==> config.mk <==
export PLATFORM = sky130hd
export DESIGN_NAME = sprite_draw_scheduler
export DESIGN_NICKNAME = d
export VERILOG_FILES = /design/src/rtl/sprite_draw_scheduler.sv
export SDC_FILE = /design/constraint.sdc
export NUM_CORES = 1
export LEC_CHECK = 0
export CAP_MARGIN = 20
export CORE_ASPECT_RATIO = 0.9
export CORE_UTILIZATION = 41
export CTS_BUF_LIST = sky130_fd_sc_hd__clkbuf_8
export DETAILED_ROUTE_END_ITERATION = 12
export HOLD_SLACK_MARGIN = 0.1
export PLACE_DENSITY = 0.89
export SLEW_MARGIN = 15
export SYNTH_ARGS = -nofsm -noshare
export SYNTH_HDL_FRONTEND = slang
export SYNTH_SLANG_ARGS = --single-unit
==> constraint.sdc <==
create_clock -name clock -period 2.8 [get_ports clock]
set_clock_uncertainty 0.15 [all_clocks]
set_input_delay 0.56 -clock clock [delete_from_list [all_inputs] [get_ports clock]]
set_output_delay 0.56 -clock clock [all_outputs]
set_load 0.1 [all_outputs]
==> src/rtl/sprite_draw_scheduler.sv <==
// sprite_draw_scheduler
//   Time-shares the single vga_adapter plot port among NUM_SLOTS sprite pixel
//   engines. On each frame_tick, slots are walked in ascending order. Each slot
//   is erased at its old position, receives a move strobe, and is then redrawn
//   at its new position. Slot NUM_SLOTS-1 is the hunter.
//
// Ports
//   clock, resetn      : system clock, async active-low reset
//   frame_tick         : one-cycle pulse that starts a redraw pass
//   slot_en            : per-slot draw enable (a disabled slot is erased only)
//   slot_colour        : per-slot draw colour, 3 bits per slot
//   eng_x/eng_y        : per-engine pixel coordinates
//   eng_valid/eng_done : per-engine pixel valid / sprite finished
//   eng_start          : one-hot start pulse to the selected engine
//   eng_erase          : engine should use its old position (erase pass)
//   move               : one-hot pulse telling an engine to advance
//   x, y, colour, plot : registered pixel port to vga_adapter
//   busy               : a pass is in progress
//   frame_overrun      : sticky, a frame_tick was dropped because we were busy
//   timeout_err        : sticky, an engine never reported done
module sprite_draw_scheduler #(
  parameter int         NUM_SLOTS = 7,
  parameter int         SCREEN_W  = 160,
  parameter int         SCREEN_H  = 120,
  parameter logic [2:0] BG_COLOUR = 3'b000,
  parameter int         TIMEOUT   = 255
) (
  input  logic                   clock,
  input  logic                   resetn,
  input  logic                   frame_tick,
  input  logic [NUM_SLOTS-1:0]   slot_en,
  input  logic [3*NUM_SLOTS-1:0] slot_colour,
  input  logic [8*NUM_SLOTS-1:0] eng_x,
  input  logic [7*NUM_SLOTS-1:0] eng_y,
  input  logic [NUM_SLOTS-1:0]   eng_valid,
  input  logic [NUM_SLOTS-1:0]   eng_done,
  output logic [NUM_SLOTS-1:0]   eng_start,
  output logic                   eng_erase,
  output logic [NUM_SLOTS-1:0]   move,
  output logic [7:0]             x,
  output logic [6:0]             y,
  output logic [2:0]             colour,
  output logic                   plot,
  output logic                   busy,
  output logic                   frame_overrun,
  output logic                   timeout_err
);

  localparam int SLW = (NUM_SLOTS > 1) ? $clog2(NUM_SLOTS) : 1;
  localparam int TW  = (TIMEOUT > 1) ? $clog2(TIMEOUT + 1) : 1;

  localparam logic [SLW-1:0] LAST_SLOT = SLW'(NUM_SLOTS - 1);
  // The WAIT cycle in which timer reaches this value is the TIMEOUT-th cycle
  // spent waiting; without done in that cycle the slot is abandoned.
  localparam logic [TW-1:0]  T_LAST    = TW'(TIMEOUT - 1);
  localparam logic [7:0]     X_LIM     = 8'(SCREEN_W);
  localparam logic [6:0]     Y_LIM     = 7'(SCREEN_H);

  typedef enum logic [2:0] {
    IDLE, E_START, E_WAIT, MOVE, D_START, D_WAIT, NEXT
  } state_t;

  state_t         state, state_n;
  logic [SLW-1:0] slot;
  logic [TW-1:0]  timer;

  // Unpacked views of the flat per-slot buses.
  logic [NUM_SLOTS-1:0][7:0] ex;
  logic [NUM_SLOTS-1:0][6:0] ey;
  logic [NUM_SLOTS-1:0][2:0] sc;
  assign ex = eng_x;
  assign ey = eng_y;
  assign sc = slot_colour;

  logic       in_wait, done_sel, timeout_hit, on_screen;
  logic [7:0] sel_x;
  logic [6:0] sel_y;

  assign in_wait   = (state == E_WAIT) || (state == D_WAIT);
  assign done_sel  = eng_done[slot];
  assign sel_x     = ex[slot];
  assign sel_y     = ey[slot];
  // Engines may wrap coordinates (e.g. 8'hFF); those are simply never plotted.
  assign on_screen = (sel_x < X_LIM) && (sel_y < Y_LIM);
  assign busy      = (state != IDLE);

  always_comb begin
    state_n     = state;
    eng_start   = '0;
    move        = '0;
    eng_erase   = 1'b0;
    timeout_hit = 1'b0;
    case (state)
      IDLE:    if (frame_tick) state_n = E_START;
      E_START: begin
        eng_start[slot] = 1'b1;
        eng_erase       = 1'b1;
        state_n         = E_WAIT;
      end
      E_WAIT: begin
        eng_erase = 1'b1;
        // slot_en is looked at only here, so mid-pass changes affect later slots.
        if (done_sel)             state_n = slot_en[slot] ? MOVE : NEXT;
        else if (timer == T_LAST) begin
          timeout_hit = 1'b1;
          state_n     = NEXT;
        end
      end
      MOVE: begin
        move[slot] = 1'b1;
        state_n    = D_START;
      end
      D_START: begin
        eng_start[slot] = 1'b1;
        state_n         = D_WAIT;
      end
      D_WAIT: begin
        if (done_sel)             state_n = NEXT;
        else if (timer == T_LAST) begin
          timeout_hit = 1'b1;
          state_n     = NEXT;
        end
      end
      NEXT:    state_n = (slot == LAST_SLOT) ? IDLE : E_START;
      default: state_n = IDLE;
    endcase
  end

  always_ff @(posedge clock or negedge resetn) begin
    if (!resetn) begin
      state         <= IDLE;
      slot          <= '0;
      timer         <= '0;
      x             <= '0;
      y             <= '0;
      colour        <= '0;
      plot          <= 1'b0;
      frame_overrun <= 1'b0;
      timeout_err   <= 1'b0;
    end else begin
      state <= state_n;

      if (state == IDLE && frame_tick)            slot <= '0;
      else if (state == NEXT && slot != LAST_SLOT) slot <= slot + 1'b1;

      if (state == E_START || state == D_START) timer <= '0;
      else if (in_wait)                         timer <= timer + 1'b1;

      // Any tick outside IDLE is dropped, including the NEXT->IDLE cycle.
      if (frame_tick && state != IDLE) frame_overrun <= 1'b1;
      if (timeout_hit)                 timeout_err   <= 1'b1;

      // Pixel port: one-cycle registered mux; holds its last value when idle.
      plot <= in_wait && eng_valid[slot] && on_screen;
      if (in_wait) begin
        x      <= sel_x;
        y      <= sel_y;
        colour <= (state == E_WAIT) ? BG_COLOUR : sc[slot];
      end
    end
  end

endmodule

# Word-level counts from Yosys, hierarchy flattened
# Index checks and enable logic that the tools add are counted.
# W data, S select, Z words.
# totals
ff_bits,35
out_inout_bits,37
# op_classes
n_addsub,2
n_lt_le_gt_ge,4
n_eq_ne,10
n_mux,32
reduce_logical,16
# op_table
operator,count
$mux W3,9
$bmux W8 S3,1
$mux W8,3
$bmux W7 S3,1
$mux W7,3
$pmux W3 S7,1
$eq A3 B3 Y1 const B,4
$bmux W1 S3,3
$bmux W3 S3,1
$mux W1,9
$add A8 B1 Y8 const B,1
$eq A8 B8 Y1 const B,1
$lt A8 B8 Y1 const B,1
$logic_and A1 B1 Y1,7
$lt A7 B7 Y1 const B,1
$eq A3 B2 Y1 const B,2
$reduce_or A2 Y1,3
$lt A3 B4 Y1 const B,1
$reduce_bool A2 Y1,2
$add A3 B1 Y3 const B,1
$demux W1 S3,1
$eq A3 B1 Y1 const B,1
$ge A3 B1 Y1 const B,1
$logic_not A3 Y1,1
other kinds (4),5

# Logic depth before layout (Yosys ltp)
# Gate-level depths: netlist of the first run.
# depth
depth_word,5
ltp_mapped,8
ltp_nobuf,7

# Least setup slack after synthesis of the first run
# No wires, ideal clock.
# synth_timing
path_type,reg2out
startpoint,register slot[2]
endpoint,output port move[4]
arrival_time_ns,3.250
setup_slack_ns,-1.160
path_stages_with_launch,7
path_cell_list,dfrtp_1 buf_2 buf_2 buf_4 buf_2 nand3_1 nor3_1
# synth_via
elab_chain_len,5
word_cells_on_any_way,6
classes_between,order compare: 2; mux: 3; reduce/logical: 1
# synth_lines
item,line_no,rtl
from (decl),64,logic [SLW-1:0] slot;
from (signal assigned),144,else if (state == NEXT && slot != LAST_SLOT) slot <= slot + 1'b1;
$lt A3 B4 Y1 (not written as such) / $ge A3 B1 Y1 (equally long branches),110,move[slot] = 1'b1;
$logic_and A1 B1 Y1 (not written as such),110,
$mux W1 (not written as such),110,
$demux W1 S3 (*),110,
$mux W7 (*),93,case (state)
to (decl),39,"output logic [NUM_SLOTS-1:0] move,"
# Every way passes the cells marked *; elsewhere a longest branch is shown, timed or not.

# Worst setup path in the final report of the first run
# layout_timing
startpoint,register state[0]
endpoint,output port eng_start[4]
# layout_via
elab_chain_len,3
word_cells_on_any_way,4
classes_between,eq/ne: 2; mux: 1; reduce/logical: 1
# layout_lines
item,line_no,rtl
from (decl),63,"state_t state, state_n;"
from (signal assigned),141,state <= state_n;
$eq A3 B1 Y1 / $eq A3 B3 Y1 (equally long branches),93,
$reduce_or A2 Y1 (no source line) (*),n/a,
$mux W7 (*),n/a,
to (decl),37,"output logic [NUM_SLOTS-1:0] eng_start,"
# Marked as above.

==> results of run 1 <==
-- kinds of logic (layout without fill, tap and decap cells) --
logic type,after synthesis,count (layout),share of synthesized area (%)
compound gates,98,98,20.98
xor+xnor,7,7,2.102
fa+ha+maj,4,4,1.716
buf+inv,34,219,5.963
flops,35,35,30.03
mux,49,49,21.75
simple gates,108,108,17.46
-- per-layer routing --
| metal | share of wire (%) | track usage [%] |
|---|---|---|
| met5 | 0 | 0 |
| met3 | 8.9 | 8.981 |
| met4 | 3.2 | 12.54 |
| met1 | 39 | 35.42 |
| met2 | 48 | 51.67 |
-- synthesized netlist by cell type (all sizes together), types with 7 or more instances --
master and count:
o21ai 37, clkbuf 8, a21oi 17, nand3 11, mux4 10, a22oi 11
nand2 38, nor2 22, nor2b 7, mux2i 24, dfrtp 35, mux2 15
buf 18, inv 7
-- path summary, 6_finish.rpt --
kind	start	end	slack, ns
worst max-delay path	state[0]	eng_start[4]	0.13
worst min-delay path	resetn	frame_overrun	0.20
worst max register to register	state[0]	timer[7]	0.42
worst min register to register	frame_overrun	frame_overrun	0.32
max in group asynchronous	resetn	slot[2]	1.72
min in group clock	frame_overrun	frame_overrun	0.32
-- per-stage QoR --
stage          std cells  utilization, %  instance area (um^2)
6_report             610           76.08                  5117
3_5_place_dp         602           74.76                  5029
2_1_floorplan        335               -                  2977
5_1_grt              610           76.08                  5117
4_1_cts              610           76.08                  5117
3_3_place_gp         602           74.76                  5029
-- flip-flops by register name (all words and copies together) (netlist names), 3 cells and up --
register	cells
colour	3
state	3
x	8
slot	3
timer	8
y	7
-- cell type report --
| cell class | count | area (um^2) | area share (%) |
|---|---|---|---|
| Multi-Input combinational cell | 266 | 1927 | 37.65 |
| Timing Repair Buffer | 203 | 2079 | 40.64 |
| Clock buffer | 5 | 68.82 | 1.345 |
| Clock inverter | 3 | 20.02 | 0.3912 |
| Tap cell | 90 | 112.6 | 2.200 |
| Sequential cell | 35 | 879.6 | 17.19 |
| Inverter | 8 | 30.03 | 0.5868 |
-- power by group through the flow --
stage | Sequential [mW] | Clock (mW) | Combinational (mW)
global placement | 0.931 | 0 | 3.41
finish | 0.939 | 0.369 | 3.48
detailed placement | 0.946 | 0 | 3.46
CTS | 0.935 | 0.370 | 3.48
floorplan | 1.76 | 0 | 1.62
global route | 0.968 | 0.396 | 3.68
==> results.json, run 1 <==
{
  "fp-row-count": 28,
  "postSynth.topFlopCell": "sky130_fd_sc_hd__dfrtp_1",
  "cts-htree-levels": 2,
  "yosys_warnings": 0,
  "final_layout_size_suffix_gt1_share_pct": 19.04,
  "initialDrtViolationCount": 204,
  "grt.overflow.total": 0,
  "fin_nets": 673,
  "path_depth": 5,
  "internal_power_mw": 1.994,
  "die_area_mm2": 0.007456,
  "p_leak_nw": 1.993,
  "placeableCoreArea_mm2": 0.006726,
  "synth.distinct_cells": 44,
  "netlist.area_leader.share_pct": 30.03,
  "outcome": "complete, no violations",
  "grt_pass1_wl_um": 17190,
  "pwr-share-seq_pct": 19.6,
  "fillers": 468,
  "worst_slew_pin_slew_ns": 0.9038,
  "worst_r2r_path_depth": 5,
  "first_pass_iters": 5,
  "cts_root_buf": "sky130_fd_sc_hd__clkbuf_8",
  "sequential_fraction_of_the_synthesis_area_pct": 30.03,
  "fraction_of_power_consumed_by_the_clock_network_pct": 7.7,
  "switching_share_pct": 58.37,
  "final_cell_mix": "sky130_fd_sc_hd__clkdlybuf4s50_1, sky130_fd_sc_hd__buf_4, sky130_fd_sc_hd__nand2_1",
  "max_slew_violation_total_from_the_final_report": 0,
  "layout_commonest_cell": "sky130_fd_sc_hd__clkdlybuf4s50_1",
  "cap_violations": 0,
  "detail_route.drc_violations": 0,
  "post_detail_place_hpwl_um": 9099,
  "initial_core_utilization_pct": 43.36,
  "critical_path.startpoint_type": "flip-flop",
  "logic_pwr_share_pct": 72.7,
  "synth_nets": 489,
  "worst_path_largest_cell_delay_ns": 0.56,
  "antennaDiodeCount": 0,
  "finalSetupTns_ns": 0,
  "hold-worst-slack_ns": 0.2000,
  "cp.required_ns": 2.09,
  "cp_data_arrival_time_ns": 1.96,
  "synth.largest_area_cell": "sky130_fd_sc_hd__dfrtp_1",
  "avgRoutedWirePerCell_um": 18.05,
  "setup_slack_ns": 0.1303,
  "total_power_mw": 4.790,
  "chipHeight_um": 82.02,
  "largest_net_degree_at_the_start_of_global_routing": 36,
  "vias": 3423,
  "critPathSlowestCell": "sky130_fd_sc_hd__dfrtp_1",
  "bufs_on_longest_clock_path": 2,
  "clkTransAtPathRegs_ns": 0.07,
  "timing.critical_path.buf_inv": 1,
  "avgViaCountPerCell": 5.611,
  "worstPathCellList": "xor2_1 -> and2_1 -> nand2_1 -> nor3_2 -> buf_12",
  "post_cts.repair.setup_buffers": 0,
  "worst-setup-path-type": "flip-flop to primary output",
  "max_clock_freq_mhz": 374.6,
  "holdCritPathClass": "primary input to asynchronous set/reset pin",
  "setup_violations": 0,
  "clkLatencyLatePin_ns": 0.29,
  "crit_fanout": 11,
  "pin_count": 187,
  "switchingPower_mw": 2.796,
  "grt_antenna_before_repair": 0,
  "flow.area_growth_from_synthesis_pct": 75.46,
  "async_flop_share_pct": 100.0,
  "cts-resized-gates": 0,
  "io_buffers": 186,
  "timing.final.hold_violations": 0,
  "detail-route-antenna-nets": 0,
  "detail_route.wirelength_um": 11010,
  "numClockSinks": 35,
  "rsz0062_at_grt": "no",
  "cp-end-kind": "primary output",
  "cts_tree": "done",
  "grt_use_total_pct": 30.01,
  "numCtsBuffers": 5,
  "vdd.ir_drop.worst_v": 0.0005326,
  "powerDensity_mw_per_mm2": 936.0,
  "finalCritPeriodShare_pct": 95.35,
  "avgSynthCellArea_um2": 8.706,
  "ys_top_cells_by_area": "sky130_fd_sc_hd__dfrtp_1, sky130_fd_sc_hd__mux2i_1, sky130_fd_sc_hd__mux4_2, sky130_fd_sc_hd__nand2_1, sky130_fd_sc_hd__o21ai_1",
  "fin_crit_ns": 2.670,
  "ctsHoldBuffers": 0,
  "worst_slew_margin_rel_pct": 39.34,
  "synth_enable_flop_cells": 0,
  "pre_cts_ws_ns": 0.4420,
  "synthesis.area_mm2": 0.002917,
  "yosys_register_bits": 35,
  "final_gp_congestion": 0.9249,
  "first_global_vias": 3541,
  "worst_path_dominant_cell_family": "simple AND/OR/NAND/NOR gates",
  "fp.dieW_um": 90.91,
  "postSynthCellCount": 335
}
Note: power is estimated with default switching activity, not from simulation.
==> run 2, diff against run 1 <==
--- a/config.mk
+++ b/config.mk
@@ -7,5 +7,6 @@
 export LEC_CHECK = 0
+export ABC_AREA = 0
 export CAP_MARGIN = 20
 export CORE_ASPECT_RATIO = 0.9
-export CORE_UTILIZATION = 41
+export CORE_UTILIZATION = 34
 export CTS_BUF_LIST = sky130_fd_sc_hd__clkbuf_8
@@ -13,3 +14,3 @@
 export HOLD_SLACK_MARGIN = 0.1
-export PLACE_DENSITY = 0.89
+export PLACE_DENSITY = 0.79
 export SLEW_MARGIN = 15
==> constraint.sdc (replaced) <==
create_clock -name clock -period 2.3 [get_ports clock]
set_clock_uncertainty 0.15 [all_clocks]
set_input_delay 0.345 -clock clock [delete_from_list [all_inputs] [get_ports clock]]
set_output_delay 0.345 -clock clock [all_outputs]
set_load 0.1 [all_outputs]
==> results.json, run 2 (synthesized netlist as in run 1, its figures left out) <==
{
  "grt.overflow.total": 0,
  "placeableCoreArea_mm2": 0.008184,
  "numCtsBuffers": 5,
  "worst_path_dominant_cell_family": "simple AND/OR/NAND/NOR gates",
  "total_power_mw": 6.269,
  "timing.critical_path.buf_inv": 2,
  "crit_start": "slot[1]",
  "cap_violations": 0,
  "chipHeight_um": 89.87,
  "vias": 3442,
  "grt_use_total_pct": 25.96,
  "avgViaCountPerCell": 5.304,
  "max_clock_freq_mhz": 452.7,
  "worst-setup-path-type": "flip-flop to primary output",
  "die_area_mm2": 0.008953,
  "max_slew_violation_total_from_the_final_report": 0,
  "vdd.ir_drop.worst_v": 0.0006070,
  "clkLatencyLatePin_ns": 0.29,
  "numClockSinks": 35,
  "finalSetupTns_ns": 0,
  "critical_path.startpoint_type": "flip-flop",
  "detail_route.wirelength_um": 11570,
  "cp-end-kind": "primary output",
  "cts_root_buf": "sky130_fd_sc_hd__clkbuf_8",
  "critical_path_destination": "eng_start[2]",
  "fp-row-count": 31,
  "outcome": "complete, no violations",
  "cts-htree-levels": 2,
  "io_buffers": 186,
  "final_gp_congestion": 0.8366,
  "dp.cells": 634,
  "worstPathCellList": "buf_4 -> nand2b_1 -> nor3_4 -> buf_12",
  "initialDrtViolationCount": 134,
  "worst_slew_pin_slew_ns": 0.8076,
  "cp_data_arrival_time_ns": 1.71,
  "first_global_vias": 3462,
  "first_pass_iters": 4,
  "setup_violations": 0,
  "grt_pass1_wl_um": 18050,
  "cp.required_ns": 1.80,
  "largestRegisters": "timer (8), x (8), y (7)",
  "detail_route.drc_violations": 0,
  "pin_count": 187,
  "worst_r2r_path_depth": 6,
  "antennaDiodeCount": 0,
  "fillers": 666,
  "critical_path.reg2reg.endpoint": "state[1]",
  "initial_core_utilization_pct": 35.64,
  "timing.final.hold_violations": 0,
  "layout_commonest_cell": "sky130_fd_sc_hd__clkdlybuf4s50_1",
  "cts_tree": "done",
  "post_detail_place_hpwl_um": 9483,
  "path_depth": 4,
  "crit_fanout": 15,
  "bufs_on_longest_clock_path": 2,
  "detail-route-antenna-nets": 0,
  "largest_net_degree_at_the_start_of_global_routing": 36,
  "fp.dieW_um": 99.63,
  "critPathSlowestCell": "sky130_fd_sc_hd__dfrtp_2",
  "p_leak_nw": 2.086,
  "post_layout_nonfiller_instances": 649,
  "final_layout_size_suffix_gt1_share_pct": 23.78,
  "timing.rr.start": "slot[0]",
  "fin_nets": 687,
  "holdCritPathClass": "flip-flop to flip-flop",
  "fin_crit_ns": 2.209,
  "flow.area_growth_from_synthesis_pct": 85.07,
  "hold_path.startpoint": "y[5]",
  "finalCritPeriodShare_pct": 96.03,
  "clkTransAtPathRegs_ns": 0.08,
  "final_cell_mix": "sky130_fd_sc_hd__clkdlybuf4s50_1, sky130_fd_sc_hd__buf_4, sky130_fd_sc_hd__nand2_1",
  "avgRoutedWirePerCell_um": 17.82,
  "worst_slew_margin_rel_pct": 46.16,
  "r2r_setup_slack_ns": 0.25,
  "powerDensity_mw_per_mm2": 1162,
  "grt_antenna_before_repair": 0,
  "worst_path_largest_cell_delay_ns": 0.40
}
## run 2: cell count changes in the layout (fill, tap and decap cells not counted), sizes merged
cell / delta
dlygate4sd3: +1
buf: +13
clkinvlp: -2
clkinv: +1
bufinv: +1
## run 2: timing repair
item / 4_1_cts / 5_1_grt
setup buffers: 0 / 6
gates resized for setup: 2 / 5
endpoints found under the setup margin: 1 / 9
hold buffers: 1 / 0
hold endpoints to repair: 35 / 0
## run 2: metrics by stage
stage          worst slack, ns  instance area, um^2  hold slack (ns)  utilization (%)
3_3_place_gp            0.1448                 5204           0.2963            63.58
4_1_cts               0.006824                 5330           0.3428            65.13
2_1_floorplan         -0.06174                 3103          -0.1006                -
6_report               0.09123                 5398           0.3400            65.95
3_5_place_dp            0.1791                 5204           0.3147            63.58
5_1_grt               -0.01719                 5398           0.3531            65.95
## run 2: where the power goes
| part | total [mW] | internal [mW] | switching [mW] |
|---|---|---|---|
| Clock | 0.562 | 0.323 | 0.240 |
| Combinational | 4.64 | 1.57 | 3.07 |
| Sequential | 1.07 | 0.855 | 0.213 |
| Total | 6.27 | 2.75 | 3.52 |
## run 2: worst register-to-register path: stages (launching register included)
cell and delay (ns):
sky130_fd_sc_hd__dfrtp_2 0.47, sky130_fd_sc_hd__buf_4 0.18, sky130_fd_sc_hd__mux2_1 0.31, sky130_fd_sc_hd__a222oi_1 0.37, sky130_fd_sc_hd__buf_4 0.21, sky130_fd_sc_hd__a21oi_1 0.06
sky130_fd_sc_hd__or2_1 0.20
## run 2: layout make-up
cell class,count,area (um^2),share of cell area (%)
Clock inverter,3,43.79,0.8113
Clock buffer,5,68.82,1.275
Multi-Input combinational cell,266,2016,37.34
Inverter,8,30.03,0.5563
Tap cell,115,143.9,2.666
Sequential cell,35,883.3,16.37
Timing Repair Buffer,217,2212,40.98
## run 2: how the worst min path moves through the flow
| stage | to | slack (ns) | depth (start not counted) |
|---|---|---|---|
| after detailed placement | frame_overrun | 0.31 | 1 |
| after CTS | frame_overrun | 0.34 | 1 |
| after floorplan | colour[0] | -0.10 | 0 |
| after global placement | frame_overrun | 0.30 | 1 |
| after global routing | frame_overrun | 0.35 | 1 |
| final | y[5] | 0.34 | 2 |
## run 2: metal layers
metal  vias to the layer above  global-route usage, %  wire, um
li1                       1638                      -         -
met3                        10                  4.277       811
met4                         0                  3.922       110
met2                       156                  43.69      5698
met5                         -                      0         0
met1                      1638                  35.57      4945
==> run 3, diff against run 2 <==
CORE_UTILIZATION = 55   (was 34)
DONT_BUFFER_PORTS = 1   (was not set)
PLACE_DENSITY = 0.73   (was 0.79)
==> results.json, run 3 (synthesized netlist as in run 1, its figures left out) <==
{
  "cp_data_arrival_time_ns": 1.70,
  "chipHeight_um": 71.09,
  "hold-worst-slack_ns": 0.1066,
  "detail_route.wirelength_um": 9929,
  "critical_path.startpoint_type": "flip-flop",
  "critical_path.reg2reg.endpoint": "state[0]",
  "pre_cts_ws_ns": 0.2874,
  "cap_violations": 0,
  "first_global_vias": 2933,
  "hold_path.startpoint": "eng_x[27]",
  "grt_antenna_before_repair": 0,
  "worst_slew_margin_rel_pct": 34.11,
  "largestRegisters": "timer (8), x (8), y (7)",
  "total_power_mw": 5.784,
  "max_clock_freq_mhz": 455.1,
  "dp.cells": 429,
  "setup_slack_ns": 0.1028,
  "cts-htree-levels": 2,
  "clkTransAtPathRegs_ns": 0.09,
  "final_layout_size_suffix_gt1_share_pct": 31.15,
  "layout_commonest_cell": "sky130_fd_sc_hd__buf_4",
  "placeableCoreArea_mm2": 0.004985,
  "hold_end": "x[3]",
  "detail-route-antenna-nets": 0,
  "numCtsBuffers": 5,
  "worst_r2r_path_depth": 6,
  "grt_pass1_wl_um": 15190,
  "placed_area_mm2": 0.003585,
  "fp.dieW_um": 78.76,
  "grt_use_total_pct": 36.04,
  "worst-setup-path-type": "flip-flop to primary output",
  "p_leak_nw": 1.466,
  "initialDrtViolationCount": 284,
  "finalCritPeriodShare_pct": 95.53,
  "antennaDiodeCount": 0,
  "hold_depth": 2,
  "first_pass_iters": 7,
  "crit_fanout": 8,
  "post_layout_nonfiller_instances": 447,
  "worst_slew_pin_slew_ns": 0.9884,
  "post_detail_place_hpwl_um": 7897,
  "final_cell_area_mm2": 0.003775,
  "io_buffers": 0,
  "met2WireLength_um": 4700,
  "timing.final.hold_violations": 0,
  "grt.overflow.total": 0,
  "flow.area_growth_from_synthesis_pct": 29.43,
  "final_gp_congestion": 0.9070,
  "r2r_setup_slack_ns": 0.23,
  "initial_core_utilization_pct": 58.51,
  "bufs_on_longest_clock_path": 2,
  "outcome": "complete, no violations",
  "clkLatencyLatePin_ns": 0.30,
  "vias": 2964,
  "detail_route.drc_violations": 0,
  "fin_crit_ns": 2.197,
  "powerDensity_mw_per_mm2": 1532,
  "holdCritPathClass": "primary input to flip-flop",
  "fin_nets": 535,
  "die_area_mm2": 0.005599,
  "avgRoutedWirePerCell_um": 22.21,
  "fin_util_pct": 75.73,
  "cp.required_ns": 1.80,
  "vdd.ir_drop.worst_v": 0.001130,
  "finalSetupTns_ns": 0,
  "cp-end-kind": "primary output",
  "setup_violations": 0,
  "avgViaCountPerCell": 6.631,
  "cts_tree": "done",
  "pin_count": 187,
  "wl_met1_um": 3755,
  "largest_net_degree_at_the_start_of_global_routing": 36,
  "timing.rr.start": "slot[1]",
  "wl_met3_um": 1092,
  "final_cell_mix": "sky130_fd_sc_hd__buf_4, sky130_fd_sc_hd__nand2_1, sky130_fd_sc_hd__dfrtp_1",
  "highest_layer": "met4",
  "cts_root_buf": "sky130_fd_sc_hd__clkbuf_8",
  "fp-row-count": 24,
  "numClockSinks": 35,
  "max_slew_violation_total_from_the_final_report": 0
}
[run 3: changes by cell type in the layout (fill, tap and decap cells not counted), sizes merged]
cell | before | now
clkinvlp | 0 | 2
inv | 7 | 8
buf | 68 | 63
clkdlybuf4s50 | 148 | 0
bufinv | 1 | 0
dlygate4sd3 | 1 | 2
clkinv | 3 | 1
[run 3: layout make-up]
type / count / area [um^2]
multi-input combinational: 266 / 1996
fill: 372 / 1210
sequential: 35 / 882.1
timing repair buffer: 65 / 693.2
tap: 65 / 81.33
clock buffer: 5 / 68.82
inverter: 8 / 30.03
clock inverter: 3 / 23.77
[run 3: worst max path at each step]
| stage | from | end | slack, ns | depth (start not counted) |
|---|---|---|---|---|
| 2_1_floorplan | slot[2] | move[4] | -0.06 | 6 |
| 3_3_place_gp | slot[1] | plot | 0.33 | 6 |
| 3_5_place_dp | slot[1] | plot | 0.29 | 6 |
| 4_1_cts | state[1] | move[4] | 0.04 | 5 |
| 5_1_grt | state[1] | move[4] | -0.02 | 5 |
| 6_report | state[1] | move[4] | 0.10 | 5 |
[run 3: critical path, cell delays in order (launching register included)]
cell and delay [ns]:
sky130_fd_sc_hd__dfrtp_2 0.45, sky130_fd_sc_hd__inv_1 0.12, sky130_fd_sc_hd__nor2_2 0.19, sky130_fd_sc_hd__nand3_2 0.20, sky130_fd_sc_hd__nor3_4 0.24, sky130_fd_sc_hd__buf_12 0.20
[run 3: timing repair]
action | 4_1_cts | 5_1_grt
setup buffers | 0 | 7
resized for setup | 2 | 1
endpoints found under the setup margin | 2 | 6
endpoints found under the hold margin | 39 | 0
hold buffers | 3 | 0
[run 3: metal layers]
layer  track usage (%)  up-vias
li1                  -     1335
met1             46.76     1389
met2             58.26      208
met3             9.935       32
met4             11.93        0
met5                 0        -
[run 3: report_power, final]
| part | internal, mW | switching (mW) | total (mW) | leakage, nW |
|---|---|---|---|---|
| logic | 1.27 | 2.85 | 4.12 | 0.990 |
| clock network | 0.217 | 0.263 | 0.479 | 0.0408 |
| registers | 0.849 | 0.334 | 1.18 | 0.434 |
